### src/rtl/slot_pkg.sv
// Shared types and widths for the slot-machine spin sequencer.
package slot_pkg;

  localparam int unsigned CREDIT_W = 12;
  localparam int unsigned REEL_W   = 3;
  localparam int unsigned FRAME_W  = 10;

  typedef enum logic [2:0] {
    StIdle  = 3'd0,
    StArm   = 3'd1,
    StSpin  = 3'd2,
    StCount = 3'd3,
    StDone  = 3'd4,
    StErr   = 3'd5
  } state_e;

  function automatic logic [FRAME_W-1:0] sat_inc(input logic [FRAME_W-1:0] v);
    return (v == '1) ? v : v + 1'b1;
  endfunction

endpackage

### src/rtl/spin_sequencer_if.sv
// Spin request handshake: the game logic (master) offers one round, the sequencer accepts it.
interface spin_sequencer_if;
  import slot_pkg::*;

  logic                req_valid;
  logic [REEL_W-1:0]   req_reel1;
  logic [REEL_W-1:0]   req_reel2;
  logic [REEL_W-1:0]   req_reel3;
  logic [CREDIT_W-1:0] req_win;
  logic [CREDIT_W-1:0] req_total;
  logic                req_ready;

  modport master (
    output req_valid, req_reel1, req_reel2, req_reel3, req_win, req_total,
    input  req_ready
  );

  modport slave (
    input  req_valid, req_reel1, req_reel2, req_reel3, req_win, req_total,
    output req_ready
  );

endinterface

### src/rtl/frame_tick_det.sv
// Registered falling-edge detector on active-low vsync; one-cycle frame tick.
module frame_tick_det (
  input  logic clk_i,
  input  logic reset_ni,
  input  logic vsync_ni,
  output logic frame_tick_o
);

  logic vsync_q, vsync_d;
  logic tick_q, tick_d;

  always_comb begin
    vsync_d = vsync_ni;
    tick_d  = vsync_q & ~vsync_ni;
  end

  always_ff @(posedge clk_i) begin
    if (!reset_ni) begin
      vsync_q <= 1'b0;
      tick_q  <= 1'b0;
    end else begin
      vsync_q <= vsync_d;
      tick_q  <= tick_d;
    end
  end

  assign frame_tick_o = tick_q;

endmodule

### src/rtl/spin_sequencer.sv
// Round sequencer: accept request, spin reels on frame boundaries, count up credits.
// Optional spin watchdog enabled by defining SPIN_TIMEOUT_EN.
module spin_sequencer
  import slot_pkg::*;
#(
  parameter int unsigned MIN_SPIN_FRAMES = 60,
  parameter int unsigned STEP_FRAMES     = 2,
  parameter int unsigned TIMEOUT_FRAMES  = 600
) (
  input  logic                clk,
  input  logic                reset_n,
  input  logic                vsync,
  spin_sequencer_if.slave     req,
  output logic                spin_start,
  output logic [REEL_W-1:0]   reel1_idx,
  output logic [REEL_W-1:0]   reel2_idx,
  output logic [REEL_W-1:0]   reel3_idx,
  input  logic                spin_done,
  output logic [CREDIT_W-1:0] disp_credits,
  output logic                busy,
  output logic                round_done,
  output logic                timeout_err,
  output logic [2:0]          state_led
);

  localparam logic [FRAME_W-1:0] MinFrames     = FRAME_W'(MIN_SPIN_FRAMES);
  localparam logic [FRAME_W-1:0] StepLast      = FRAME_W'(STEP_FRAMES - 1);
  localparam logic [FRAME_W-1:0] TimeoutFrames = FRAME_W'(TIMEOUT_FRAMES);
`ifdef SPIN_TIMEOUT_EN
  localparam bit TimeoutEn = 1'b1;
`else
  localparam bit TimeoutEn = 1'b0;
`endif

  logic frame_tick;

  frame_tick_det u_frame_tick_det (
    .clk_i        (clk),
    .reset_ni     (reset_n),
    .vsync_ni     (vsync),
    .frame_tick_o (frame_tick)
  );

  state_e              state_q, state_d;
  logic [FRAME_W-1:0]  frame_q, frame_d, frame_nxt;
  logic [FRAME_W-1:0]  step_q, step_d;
  logic [REEL_W-1:0]   reel1_q, reel1_d, reel2_q, reel2_d, reel3_q, reel3_d;
  logic [CREDIT_W-1:0] win_q, win_d, total_q, total_d, disp_q, disp_d;
  logic                spin_start_q, spin_start_d;
  logic                round_done_q, round_done_d;
  logic                timeout_err_q, timeout_err_d;

  always_comb begin
    state_d       = state_q;
    frame_d       = frame_q;
    frame_nxt     = frame_q;
    step_d        = step_q;
    reel1_d       = reel1_q;
    reel2_d       = reel2_q;
    reel3_d       = reel3_q;
    win_d         = win_q;
    total_d       = total_q;
    disp_d        = disp_q;
    timeout_err_d = timeout_err_q;

    case (state_q)
      StIdle: begin
        if (req.req_valid) begin
          reel1_d       = req.req_reel1;
          reel2_d       = req.req_reel2;
          reel3_d       = req.req_reel3;
          win_d         = req.req_win;
          total_d       = req.req_total;
          timeout_err_d = 1'b0;
          state_d       = StArm;
        end
      end
      StArm: begin
        if (frame_tick) begin
          frame_d = '0;
          state_d = StSpin;
        end
      end
      StSpin: begin
        // A tick arriving with spin_done is counted before the exit test.
        frame_nxt = frame_tick ? sat_inc(frame_q) : frame_q;
        frame_d   = frame_nxt;
        if (spin_done && (frame_nxt >= MinFrames)) begin
          step_d  = '0;
          state_d = StCount;
        end else if (TimeoutEn && !spin_done && (frame_nxt >= TimeoutFrames)) begin
          state_d = StErr;
        end
      end
      StCount: begin
        if ((win_q == '0) || (total_q < disp_q)) begin
          disp_d  = total_q;
          state_d = StDone;
        end else if (disp_q == total_q) begin
          state_d = StDone;
        end else if (frame_tick) begin
          if (step_q >= StepLast) begin
            step_d = '0;
            disp_d = disp_q + 1'b1;
          end else begin
            step_d = step_q + 1'b1;
          end
        end
      end
      StDone: state_d = StIdle;
      StErr: begin
        timeout_err_d = 1'b1;
        disp_d        = total_q;
        state_d       = StIdle;
      end
      default: state_d = StIdle;
    endcase

    spin_start_d = (state_d == StSpin);
    round_done_d = (state_d == StDone);
  end

  always_ff @(posedge clk) begin
    if (!reset_n) begin
      state_q       <= StIdle;
      frame_q       <= '0;
      step_q        <= '0;
      reel1_q       <= '0;
      reel2_q       <= '0;
      reel3_q       <= '0;
      win_q         <= '0;
      total_q       <= '0;
      disp_q        <= '0;
      spin_start_q  <= 1'b0;
      round_done_q  <= 1'b0;
      timeout_err_q <= 1'b0;
    end else begin
      state_q       <= state_d;
      frame_q       <= frame_d;
      step_q        <= step_d;
      reel1_q       <= reel1_d;
      reel2_q       <= reel2_d;
      reel3_q       <= reel3_d;
      win_q         <= win_d;
      total_q       <= total_d;
      disp_q        <= disp_d;
      spin_start_q  <= spin_start_d;
      round_done_q  <= round_done_d;
      timeout_err_q <= timeout_err_d;
    end
  end

  assign req.req_ready  = (state_q == StIdle);
  assign busy           = (state_q != StIdle);
  assign state_led      = state_q;
  assign spin_start     = spin_start_q;
  assign round_done     = round_done_q;
  assign reel1_idx      = reel1_q;
  assign reel2_idx      = reel2_q;
  assign reel3_idx      = reel3_q;
  assign disp_credits   = disp_q;
  assign timeout_err    = TimeoutEn ? timeout_err_q : 1'b0;

endmodule

### src/flat_wrapper.sv
// flat-port wrapper written by rule: the top's interface ports become plain ports
module spin_sequencer_flat import slot_pkg::*;
#(
  parameter int unsigned MIN_SPIN_FRAMES = 60,
  parameter int unsigned STEP_FRAMES     = 2,
  parameter int unsigned TIMEOUT_FRAMES  = 600
)
  (clk, reset_n, vsync, spin_start, reel1_idx, reel2_idx, reel3_idx, spin_done, disp_credits, busy, round_done, timeout_err, state_led, req_req_valid, req_req_reel1, req_req_reel2, req_req_reel3, req_req_win, req_req_total, req_req_ready);
  spin_sequencer_if req_i ();
  input  logic clk;
  input  logic reset_n;
  input  logic vsync;
  output logic spin_start;
  output logic [REEL_W-1:0] reel1_idx;
  output logic [REEL_W-1:0] reel2_idx;
  output logic [REEL_W-1:0] reel3_idx;
  input  logic spin_done;
  output logic [CREDIT_W-1:0] disp_credits;
  output logic busy;
  output logic round_done;
  output logic timeout_err;
  output logic [2:0] state_led;
  input wire logic [$bits(req_i.req_valid)-1:0] req_req_valid;
  input wire logic [$bits(req_i.req_reel1)-1:0] req_req_reel1;
  input wire logic [$bits(req_i.req_reel2)-1:0] req_req_reel2;
  input wire logic [$bits(req_i.req_reel3)-1:0] req_req_reel3;
  input wire logic [$bits(req_i.req_win)-1:0] req_req_win;
  input wire logic [$bits(req_i.req_total)-1:0] req_req_total;
  output wire logic [$bits(req_i.req_ready)-1:0] req_req_ready;
  assign req_i.req_valid = req_req_valid;
  assign req_i.req_reel1 = req_req_reel1;
  assign req_i.req_reel2 = req_req_reel2;
  assign req_i.req_reel3 = req_req_reel3;
  assign req_i.req_win = req_req_win;
  assign req_i.req_total = req_req_total;
  assign req_req_ready = req_i.req_ready;
  spin_sequencer #(.MIN_SPIN_FRAMES(MIN_SPIN_FRAMES), .STEP_FRAMES(STEP_FRAMES), .TIMEOUT_FRAMES(TIMEOUT_FRAMES)) u_core (.clk(clk), .reset_n(reset_n), .vsync(vsync), .req(req_i), .spin_start(spin_start), .reel1_idx(reel1_idx), .reel2_idx(reel2_idx), .reel3_idx(reel3_idx), .spin_done(spin_done), .disp_credits(disp_credits), .busy(busy), .round_done(round_done), .timeout_err(timeout_err), .state_led(state_led));
endmodule
### config.mk
export PLATFORM = sky130hd
export DESIGN_NAME = spin_sequencer_flat
export DESIGN_NICKNAME = d
export VERILOG_FILES = /design/src/rtl/slot_pkg.sv /design/src/rtl/spin_sequencer_if.sv /design/src/rtl/frame_tick_det.sv /design/src/rtl/spin_sequencer.sv /design/src/flat_wrapper.sv
export SDC_FILE = /design/constraint.sdc
export NUM_CORES = 1
export LEC_CHECK = 0
export ABC_AREA = 1
export BUFFER_PORTS_ARGS = -buffer_cell sky130_fd_sc_hd__clkbuf_2
export CAP_MARGIN = 20
export CORE_AREA = 2 2 97 99
export CTS_BUF_LIST = sky130_fd_sc_hd__clkbuf_8
export CTS_CLUSTER_DIAMETER = 30
export DETAILED_ROUTE_END_ITERATION = 6
export DIE_AREA = 0 0 99 101
export SETUP_SLACK_MARGIN = 0.4
export SLEW_MARGIN = 20
export SYNTH_ARGS = -nofsm -noshare
export SYNTH_HDL_FRONTEND = slang
export SYNTH_SLANG_ARGS = --single-unit
### constraint.sdc
create_clock -name clk -period 2.5 [get_ports clk]
set_input_delay 0.5 -clock clk [delete_from_list [all_inputs] [get_ports clk]]
set_output_delay 0.5 -clock clk [all_outputs]
set_load 0.02 [all_outputs]
; ---- Word-level counts from Yosys, hierarchy flattened
; Cells that the tools add are included.
[classes]
eq_ne = 16
magnitude_cmp = 3
n_bitwise = 2
n_reduce_logical = 12
add_sub_neg = 3
muxes = 21
[op_table]
columns = operator, n
row1 = two-way mux 10 bit, 8
row2 = two-way mux 12 bit, 4
row3 = case mux 10 bit (2 select lines), 2
row4 = case mux 12 bit (2 select lines), 1
row5 = "adder 10 x 1 -> 10 bit, second input constant", 2
row6 = two-way mux 3 bit, 5
row7 = "adder 12 x 1 -> 12 bit, second input constant", 1
row8 = == test 12 bit, 1
row9 = zero test 12 bit, 1
row10 = < comparator 12 bit, 1
row11 = case mux 3 bit (4 select lines), 1
row12 = "== test 10 bit, second input constant", 1
row13 = "greater-or-equal comparator 10 x 1 -> 1 bit, second input constant", 1
row14 = "greater-or-equal comparator 10 x 6 -> 1 bit, second input constant", 1
row15 = "== test 3 x 2 -> 1 bit, second input constant", 3
row16 = "!= test 2 bit, second input constant", 4
row17 = "== test 3 bit, second input constant", 2
row18 = "!= test 3 x 2 -> 1 bit, second input constant", 2
row19 = nonzero test 2 bit, 3
row20 = AND reduction 5 bit, 1
row21 = AND reduction 2 bit, 2
row22 = AND reduction 4 bit, 1
row23 = "== test 3 x 1 -> 1 bit, second input constant", 1
row24 = zero test 3 bit, 1
row25 = other kinds (7), 7
[totals]
ff_bits = 72
wordCells = 70
in_bits = 38
output_inout_bits = 29

; ---- Longest topological paths before layout
[depth]
depth_word = 8
ltp_mapped = 17
mapped_depth_nobuf = 16

; ---- Cells and area by module
; Synthesis repeated with hierarchy kept, for this count alone.
[unflattened]
cells_unflattened = 533
area_unflattened_um2 = 3747.3
[by_module_without_submodules]
columns = module, area_per_inst_um2, instances, seq_area_each_um2, cells_each
row1 = spin_sequencer, 3689.8, 1, 1401.3, 527
row2 = frame_tick_det, 57.6, 1, 40.0, 6

; ---- Least setup slack after synthesis
; OpenSTA, ideal clock, no wires.
[synth_path]
path_kind = reg-to-reg
startpoint = register u_core.disp_q[9] (netlist: u_core.disp_credits[9])
endpoint = register u_core.disp_q[9] (netlist: u_core.disp_credits[9])
n_path_buf = 1
stages_incl_launch_ff = 13
setup_ps = 115
arrival_ps = 1953
synth_period_minus_slack_ps = 2068
setup_slack_ps = 432
t_required_ps = 2385
cell_sequence = dfxtp_1 inv_1 ha_1 nand4_1 nor2_1 nand2_1 nand3_1 nand2_1 nor2_2 buf_4 nand2_1 a21oi_1 nor2_1
[synth_between]
elab_chain_cells = 6
elab_cells_between_ends = 13
cone_classes = 1 x add/sub / 1 x order compare / 4 x eq/ne / 5 x mux / 2 x reduce/logical
[synth_rtl]
columns = element, line
row1 = from (decl), spin_sequencer.sv:48  ; logic [CREDIT_W-1:0] win_q, win_d, total_q, total_d, disp_q, disp_d;
row2 = from (signal assigned), spin_sequencer.sv:146  ; disp_q <= disp_d;
row3 = adder 12 x 1 -> 12 bit, spin_sequencer.sv:104  ; disp_d = disp_q + 1'b1;
row4 = two-way mux 12 bit, spin_sequencer.sv:102  ; if (step_q >= StepLast) begin
row5 = two-way mux 12 bit, spin_sequencer.sv:101  ; end else if (frame_tick) begin
row6 = two-way mux 12 bit, spin_sequencer.sv:99  ; end else if (disp_q == total_q) begin
row7 = two-way mux 12 bit, spin_sequencer.sv:96  ; if ((win_q == '0) || (total_q < disp_q)) begin
row8 = case mux 12 bit (2 select lines), spin_sequencer.sv:66  ; case (state_q)
; Several ways; a longest one is shown, not always the timed one. The select of a mux whose other input is x is not followed.
; A chain may end at the register's enable or synchronous reset.

; ---- Final worst setup path
[layout_path]
startpoint = register u_core.disp_q[5] (netlist: u_core.disp_credits[5])
endpoint = register u_core.disp_q[4] (netlist: u_core.disp_credits[4])
[layout_between]
elab_chain_cells = 4
elab_cells_between_ends = 9
cone_classes = 1 x order compare / 4 x eq/ne / 2 x mux / 2 x reduce/logical
[layout_rtl]
columns = element, line
row1 = < comparator 12 bit, spin_sequencer.sv:96
row2 = logical OR 1 bit, spin_sequencer.sv:96
row3 = "!= test 3 x 2 -> 1 bit (no source line), or another cell as far along", -
row4 = AND reduction 4 bit (no source line) / case mux 12 bit (2 select lines) (equally long branches), -
; Several ways; a longest one is shown, not always the timed one.

==> results.sh <==
export IMPL_nets=693
export IMPL_drive_gt1_frac=0.269
export IMPL_die_x_um=99
export IMPL_status="completed"
export IMPL_numCtsBuffers=9
export IMPL_overflow=0
export IMPL_cts_path_max_buffers=2
export IMPL_place_congestion=0.853
export IMPL_setup_viol=0
export IMPL_clk_latency_ns=0.35
export IMPL_setup_tns_ns=0
export IMPL_slew_viol_final=0
export IMPL_worstMarginPinSlew_ns=0.754
export IMPL_pre_cts_slack_ns=0.248
export IMPL_synth_warnings=0
export IMPL_design_core_area_um2=8980
export IMPL_leakage_nw=2.10
export IMPL_grt_setup_unrepaired="yes"
export IMPL_syn_avg_cell_area_um2=6.85
export IMPL_portBuffers=65
export IMPL_setup_ws_ns=0.483
export IMPL_synth_area_um2=3840
export IMPL_drtIter0Drc=163
export IMPL_ys_types=34
export IMPL_final_cell_mix="nand2_1 (135), nand3_1 (68), clkbuf_2 (65)"
export IMPL_p_int_w=0.00194
export IMPL_max_slew_margin_rel=0.496
export IMPL_maxCapViolations=0
export IMPL_finalPower_w=0.00276
export IMPL_powerDensity_nw_per_um2=567
export IMPL_viasPerCell=5.14
export IMPL_die_area_um2=10000
export IMPL_end_kind="register"
export IMPL_yosysSeqAreaShare=0.376
export IMPL_initial_utilization=0.427
export IMPL_period_share=0.807
export IMPL_route_detailed_drc=0
export IMPL_hold_class="input pin to register"
export IMPL_ir_drop_mv=0.368
export IMPL_hold_viol_final=0
export IMPL_grt_pass1_vias=3605
export IMPL_die_h_um=101
export IMPL_wl_per_cell_um=13.3
export IMPL_final_area_um2=4870
export IMPL_antenna_found_initial=0
export IMPL_p_sw_frac=0.295
export IMPL_setup_worst_path_start_class="register"
export IMPL_antenna_left=0
export IMPL_grt_max_degree=41
export IMPL_area_growth_pct=26.8
export IMPL_p_seq_frac=0.440
export IMPL_diodes=0
export IMPL_cts_tree="done"
export IMPL_wl_um=10000
export IMPL_clockPowerShare=0.375
export IMPL_fp_row_count=35
export IMPL_synth_seq_cells=72
export IMPL_path_class="register to register"
export IMPL_timing_fmax_mhz=496
export IMPL_dpl_cell_area_um2=4290
export IMPL_grt_use_total=0.201
export IMPL_path_clk_slew_ns=0.08
export IMPL_crit_required_ns=2.74
export IMPL_htree_num_levels=3
export IMPL_cp_max_fo=10
export IMPL_crit_arrival_ns=2.26
export IMPL_layout_commonest_cell="nand2_1"
export IMPL_synth_cells=560
export IMPL_synth_net_count=615
export IMPL_root_buffer="clkbuf_8"
export IMPL_num_io_pins=67
export IMPL_drt_first_pass_iters=4
export IMPL_p_comb_frac=0.185
export IMPL_hpwlAfterDp_um=6810
export IMPL_switching_power_w=0.000815
export IMPL_clock_sinks=72
export IMPL_vias=3879
export IMPL_grt_pass1_wl_um=16400
export IMPL_min_period_ns=2.02
export IMPL_fin_skew_ns=0.0119
export IMPL_fin_hold_ws_ns=0.321
-- worst paths after layout --
path                                                 startpoint                                    to  slack, ns  cells after the start
worst min-delay path                                      vsync  u_core.u_frame_tick_det.frame_tick_o       0.32                      2
worst min register to register  u_core.u_frame_tick_det.vsync_q  u_core.u_frame_tick_det.frame_tick_o       0.42                      2
worst max-delay path                     u_core.disp_credits[5]                u_core.disp_credits[4]       0.48                     11
worst max register to register           u_core.disp_credits[5]                u_core.disp_credits[4]       0.48                     11
-- worst max-delay path: stages, from the launching register on --
cell	delay (ns)
dfxtp_4	0.37
inv_1	0.11
ha_4	0.30
nand4_1	0.11
nor2_2	0.13
nand2_1	0.08
nand3_2	0.10
nand2_4	0.08
nor2_4	0.24
inv_4	0.11
o21ai_0	0.19
a21oi_1	0.09
-- state kept, by name, summed over array words and instances, names as in the netlist, 3 cells and up --
name / cells
u_core.frame_q: 10
u_core.total_q: 12
u_core.win_q: 12
u_core.state_led: 3
u_core.step_q: 10
u_core.reel3_idx: 3
u_core.disp_credits: 12
u_core.reel2_idx: 3
u_core.reel1_idx: 3
-- cell type report --
type	count	area, um2
tap	111	139
sequential	72	1470
inverter	58	230
clock buffer	9	124
clock inverter	7	95.1
fill	848	4110
timing repair buffer	87	527
multi-input combinational	407	2250
timing repair inverter	3	31.3
-- power by group through the flow --
stage	combinational, W	clock [W]	sequential [W]
4_1_cts	0.000427	0.00105	0.00122
3_5_place_dp	0.000417	0	0.00124
6_report	0.000512	0.00103	0.00121
3_3_place_gp	0.000414	0	0.00124
2_1_floorplan	0.000275	0	0.00125
5_1_grt	0.000570	0.00111	0.00122
-- stage by stage --
stage,util,instances
2_1_floorplan,-,560
3_3_place_gp,0.478,726
3_5_place_dp,0.478,726
4_1_cts,0.508,743
5_1_grt,0.542,754
6_report,0.542,754
-- synthesized netlist by cell type --
| cell type | n | share of area |
|---|---|---|
| nand3_1 | 71 | 0.093 |
| xnor2_1 | 1 | 0.0023 |
| a211oi_1 | 1 | 0.0020 |
| clkbuf_1 | 11 | 0.011 |
| o21ai_0 | 20 | 0.026 |
| nand2_4 | 2 | 0.0059 |
| inv_1 | 52 | 0.051 |
| o211ai_1 | 1 | 0.0020 |
| clkinv_1 | 1 | 0.00098 |
| o21bai_1 | 2 | 0.0039 |
| buf_4 | 4 | 0.0078 |
| nand3b_1 | 2 | 0.0039 |
| ha_1 | 17 | 0.055 |
| a21oi_1 | 64 | 0.083 |
| o21ai_1 | 4 | 0.0052 |
| buf_1 | 3 | 0.0029 |
| nor3_1 | 4 | 0.0052 |
| inv_2 | 5 | 0.0049 |
| nor2_1 | 39 | 0.038 |
| xor2_1 | 1 | 0.0023 |
| o21a_1 | 1 | 0.0020 |
| nand2_2 | 4 | 0.0065 |
| buf_6 | 2 | 0.0059 |
| nand4_1 | 11 | 0.018 |
| nor3b_1 | 1 | 0.0020 |
| nand2_1 | 139 | 0.14 |
| dfxtp_1 | 72 | 0.38 |
| nand3_2 | 6 | 0.016 |
| conb_1 | 1 | 0.00098 |
| buf_2 | 4 | 0.0052 |
| nor2_2 | 7 | 0.011 |
| nor2_4 | 2 | 0.0059 |
| and2_1 | 1 | 0.0016 |
| nor4_1 | 4 | 0.0065 |
-- repair_timing --
action                     CTS  global route
buffers inserted             0             8
cloned                       1             3
setup endpoints to repair   23            25
hold buffers                 0             0
pin swaps                    0            25
resized for setup           11            68
-- cell families after synthesis --
logic type | synth area share
xor+xnor | 0.00457
buf+inv | 0.0894
compound gates | 0.125
simple gates | 0.349
other cells | 0.000978
fa+ha+maj | 0.0554
flops | 0.376
-- metal layers --
metal | wire (um) | track usage
met1 | 4700 | 0.272
met2 | 4600 | 0.312
met3 | 631 | 0.0479
met4 | 65 | 0.0738
met5 | 0 | 0
(Power assumes the default switching activity.)
